[config.mk]
export PLATFORM = sky130hd
export DESIGN_NAME = grid_walker
export DESIGN_NICKNAME = d
export VERILOG_FILES = /design/src/rtl/grid_walker.sv
export SDC_FILE = /design/constraint.sdc
export NUM_CORES = 1
export LEC_CHECK = 0
export ABC_AREA = 1
export CORE_MARGIN = 1.5
export CORE_UTILIZATION = 51
export DETAILED_ROUTE_END_ITERATION = 10
export PLACE_DENSITY = 0.78
export SKIP_CTS_REPAIR_TIMING = 1
export SYNTH_ARGS = -nofsm -noshare
export SYNTH_HDL_FRONTEND = slang
export SYNTH_SLANG_ARGS = --single-unit
[constraint.sdc]
create_clock -name clk -period 2.55 [get_ports clk]
set_input_delay 0.3825 -clock clk [delete_from_list [all_inputs] [get_ports clk]]
set_output_delay 0.3825 -clock clk [all_outputs]
set_load 0.01 [all_outputs]
[src/rtl/grid_walker.sv]
// Grid walker: accepts direction/step-count commands and walks a point one cell per clock
// across a bounded grid, either saturating at the edges or wrapping toroidally.
module grid_walker #(
  parameter int COORD_W = 5,
  parameter int STEP_W  = 2,
  parameter int MAX_X   = 15,
  parameter int MAX_Y   = 15,
  parameter int WRAP    = 0,
  parameter int CNT_W   = 16
) (
  input  logic               clk,
  input  logic               rst,
  input  logic               cmd_valid,
  output logic               cmd_ready,
  input  logic [1:0]         cmd_dir,
  input  logic [STEP_W-1:0]  cmd_steps,
  output logic [COORD_W-1:0] outx,
  output logic [COORD_W-1:0] outy,
  output logic               busy,
  output logic               done,
  output logic               hit_wall,
  output logic [CNT_W-1:0]   move_count
);

  localparam logic [COORD_W-1:0] LIM_X = COORD_W'(MAX_X);
  localparam logic [COORD_W-1:0] LIM_Y = COORD_W'(MAX_Y);
  localparam bit                 DO_WRAP = (WRAP != 0);

  typedef enum logic {
    IDLE = 1'b0,
    MOVE = 1'b1
  } state_e;

  state_e              state_q, state_d;
  logic [1:0]          dir_q, dir_d;
  logic [STEP_W-1:0]   rem_q, rem_d;
  logic [COORD_W-1:0]  x_q, x_d;
  logic [COORD_W-1:0]  y_q, y_d;
  logic [CNT_W-1:0]    cnt_q, cnt_d;
  logic                done_q, done_d;
  logic                hit_q, hit_d;

  logic                isX;
  logic                plus;
  logic [COORD_W-1:0]  cur;
  logic [COORD_W-1:0]  lim;
  logic                atEdge;
  logic [COORD_W-1:0]  nextCoord;

  // dir[1] selects the axis (0 = x), dir[0] selects the sign (0 = increasing).
  always_comb begin
    isX       = ~dir_q[1];
    plus      = ~dir_q[0];
    cur       = isX ? x_q : y_q;
    lim       = isX ? LIM_X : LIM_Y;
    atEdge    = plus ? (cur == lim) : (cur == '0);
    nextCoord = plus ? (cur + COORD_W'(1)) : (cur - COORD_W'(1));
    if (atEdge) begin
      nextCoord = plus ? '0 : lim;
    end
  end

  always_comb begin
    state_d = state_q;
    dir_d   = dir_q;
    rem_d   = rem_q;
    x_d     = x_q;
    y_d     = y_q;
    cnt_d   = cnt_q;
    done_d  = 1'b0;
    hit_d   = 1'b0;
    case (state_q)
      IDLE: begin
        if (cmd_valid) begin
          if (cmd_steps == '0) begin
            done_d = 1'b1;
          end else begin
            state_d = MOVE;
            dir_d   = cmd_dir;
            rem_d   = cmd_steps;
          end
        end
      end
      MOVE: begin
        // A saturating walker stops the whole command at the first blocked cell.
        if (atEdge && !DO_WRAP) begin
          done_d  = 1'b1;
          hit_d   = 1'b1;
          state_d = IDLE;
        end else begin
          if (isX) begin
            x_d = nextCoord;
          end else begin
            y_d = nextCoord;
          end
          cnt_d = cnt_q + CNT_W'(1);
          rem_d = rem_q - STEP_W'(1);
          if (rem_q == STEP_W'(1)) begin
            done_d  = 1'b1;
            state_d = IDLE;
          end
        end
      end
      default: state_d = IDLE;
    endcase
  end

  always_ff @(posedge clk) begin
    if (rst) begin
      state_q <= IDLE;
      dir_q   <= '0;
      rem_q   <= '0;
      x_q     <= '0;
      y_q     <= '0;
      cnt_q   <= '0;
      done_q  <= 1'b0;
      hit_q   <= 1'b0;
    end else begin
      state_q <= state_d;
      dir_q   <= dir_d;
      rem_q   <= rem_d;
      x_q     <= x_d;
      y_q     <= y_d;
      cnt_q   <= cnt_d;
      done_q  <= done_d;
      hit_q   <= hit_d;
    end
  end

  assign cmd_ready  = (state_q == IDLE);
  assign busy       = (state_q == MOVE);
  assign outx       = x_q;
  assign outy       = y_q;
  assign done       = done_q;
  assign hit_wall   = hit_q;
  assign move_count = cnt_q;

endmodule

==> impl_results.md <==
* Classification of the worst-slack hold path: reg2reg
* Port Buf Inserts at 36
* Mean Syn Cell Area at roughly 7 um^2
* Count of maximum capacitance violations at 0
* WHS at 0.521 ns
* Capturing point of the worst reg2reg path: outy[4]$_SDFFE_PP0P_
* Width of the die at 65.9 um
* Most used DFF post-synth: dfxtp_1
* Data arrival, critical path at between 1.5 and 2 ns
* Crit Reg-Reg Startpoint: dir_q[1]$_SDFFE_PP0P_
* Fin crit share at 0.760
* Synthesis Warnings at 0
* Setup TNS at 0 ns
* First-pass GRT wire length at between 7000 and 8000 um
* Run status: finished clean
* Design area at about 0.0025 mm^2
* Placed Instance Area at between 0.002 and 0.0025 mm^2
* Clk Latency, worst-skew pair at 0.29 ns
* Number of synthesized flops with an enable pin at 0
* Leakage power summed over all cells at 1.05 nW
* Maximum number of pins on one net before global-route repair at 28
* Number of search-and-repair iterations in the first detailed-routing pass at 6
* DRC Markers at 0
* Cells after synthesis at roughly 290
* Final Hold Violating Endpoints at 0
* GR Overflow Total at 0
* Ys async rst share at 0
* Buffers from clock root to sink, at most at 2
* Class of the most critical setup path: reg2out
* Final Util at 0.670
* Top-area cell type share of the netlist area at 0.327
* Total via count in the routed design at 1874
* Highest net fanout along the worst path at 8
* Start point of the critical path: busy$_SDFF_PP0_
* Overall track demand over capacity in global routing at 0.227
* Die outline area at roughly 0.0043 mm^2
* Register bit count reported by yosys at 33
* Total wirelength of the detailed-routed design at 4530 um
* Endpoints failing setup at 0
* Last element of the critical path: cmd_ready
* Max IR drop VDD at 0.348 mV
* Count of pins on the block boundary at 37
* Number of vias per cell at approximately 5.0
* Clock tree from TritonCTS: built
* Core Footprint at 0.00374 mm^2
* H-tree levels at 2
* Most common library cells after synthesis: nand2_1 (75), nor2_1 (49), dfxtp_1 (33)
* Fraction of layout instances using a drive strength above 1 at 0.170
* Max-slew violation total from the final report at 0
* Shortest clock period the worst path allows after layout at 1.94 ns
* Area grow syn2layout at 24.2%
* Peak per-stage delay on the critical path at 0.60 ns
* Placement Rows at 22
* Slowest stage cell, crit path: clkdlybuf4s50_1
* Via count of the first global-routing pass at 1679
* CTS Buf Count at 5
* Routability Congestion at 0.942
* Average wire per standard cell at 12.0 um
* Number of distinct library cells after synthesis at 32
* Number of design-rule violations left by the first detailed-router iteration at just under 100
* Actual slew at the worst max-slew pin at around 0.50 ns
* Die H at 65.9 um
* FF-to-FF setup slack at 0.63 ns
* Initial Utilization at 0.539
* Sum of net half-perimeters after detailed placement at 3200 um
* ANT cells at 0
* Number of nets at the end of the flow at 341
* Clock skew after layout at slightly below 0.007 ns
* Cell with the most instances after synthesis: nand2_1
* Tightest slew margin relative to the limit at 0.661
* Setup crit end kind: primary output
* Max Fclk at 516 MHz
* Net count after synthesis at 302
* Cell area after technology mapping at 0.00202 mm^2
* Crit start category: flip-flop
* Library cell occupying the most area in the post-synthesis netlist: dfxtp_1
* Number of clock sinks at 33
* CP Data Required Time at ~2.2 ns
* Biggest area contributors in the synthesized netlist: dfxtp_1 (33%), nand2_1 (14%), nor2_1 (9.1%)
* Register area share after synthesis at 0.327
* Antenna violations before repair at 0
* Post-DRT Antenna Nets at 0
* Cell-by-cell trace of the critical path: inv_1 -> clkdlybuf4s50_1
* Worst reg2reg path depth at 9
* Clock-pin slew of the registers on the worst-case setup and hold paths at 0.07 ns
* Setup repair after global routing missed its margin: no
* Power per unit of standard cell area at 552 mW/mm^2
* Root cell of the clock tree: clkbuf_8
kinds of logic (layout without fill, tap and decap cells):
logic type / Yosys count / count (layout) / synth area share
flip-flops: 33 / 33 / 0.327
adder cells (fa/ha/maj): 6 / 6 / 0.0409
XOR/XNOR: 6 / 6 / 0.0260
AO/OA/AOI/OAI: 27 / 27 / 0.0991
buffers and inverters: 39 / 79 / 0.0942
AND/OR/NAND/NOR: 178 / 178 / 0.413
power breakdown:
part | total (W) | internal (W) | switching [W]
sequential | 0.000565 | 0.000541 | 0.0000242
combinational | 0.000304 | 0.000118 | 0.000186
clock | 0.000517 | 0.000319 | 0.000198
routing by layer:
| metal | up-vias | track usage | routed length (um) |
|---|---|---|---|
| met5 | - | 0 | 0 |
| met2 | 43 | 0.362 | 2090 |
| met1 | 846 | 0.299 | 2140 |
| met4 | 0 | 0.0911 | 64 |
| met3 | 4 | 0.0460 | 237 |
| li1 | 981 | - | - |
worst min-delay path by stage:
stage                                            from                          end  slack [ns]  cells after the start
after floorplan           move_count[15]$_SDFFE_PP0P_  move_count[15]$_SDFFE_PP0P_        0.52                      2
after global placement     move_count[1]$_SDFFE_PP0P_   move_count[1]$_SDFFE_PP0P_        0.51                      2
after detailed placement  move_count[15]$_SDFFE_PP0P_  move_count[15]$_SDFFE_PP0P_        0.50                      2
after CTS                 move_count[15]$_SDFFE_PP0P_  move_count[15]$_SDFFE_PP0P_        0.51                      2
after global routing       move_count[1]$_SDFFE_PP0P_   move_count[1]$_SDFFE_PP0P_        0.55                      2
final                     move_count[15]$_SDFFE_PP0P_  move_count[15]$_SDFFE_PP0P_        0.52                      2
area by class of cell:
| class | count | area [um^2] |
|---|---|---|
| flip-flops and latches | 33 | 661 |
| well taps | 48 | 60.1 |
| clock buffers | 7 | 86.3 |
| clock inverters | 1 | 30.0 |
| repair buffers | 39 | 383 |
| fillers | 350 | 1230 |
| multi-input cells | 217 | 1170 |
| inverters | 32 | 120 |
flip-flops by register name, summed over array words and instances, names as in the netlist:
signal	cells
dir_q	2
hit_wall	1
outx	5
done	1
outy	5
busy	1
rem_q	2
move_count	16
worst max-delay path: cells and delay by family (launching register included):
family	cells	cell delay, ns
buffers and inverters	2	0.88
flip-flops	1	0.39
through the flow:
step,total power [W],cells,setup WS (ns)
6_report,0.00139,377,0.611
5_1_grt,0.00146,377,0.484
4_1_cts,0.00139,377,0.592
3_5_place_dp,0.000878,369,0.679
3_3_place_gp,0.000875,369,0.702
2_1_floorplan,0.000801,289,0.846
cell usage in the layout (no fill, tap or decap), types with 2 or more instances in the layout:
master	netlist	routed
a21oi_1	4	4
nand3_1	17	17
nand4_1	3	3
a21oi_2	15	15
nor2_1	49	49
clkbuf_8	0	6
clkdlybuf4s50_1	0	36
nand2_1	75	75
xor2_1	2	2
o21ai_0	5	5
ha_1	5	5
dfxtp_1	33	33
buf_4	2	3
xnor2_1	4	4
nand3_2	5	5
nor2_2	7	7
nor3_1	3	3
inv_1	31	31
nand2_2	14	14
No activity file was read; power rests on OpenSTA's default activity.
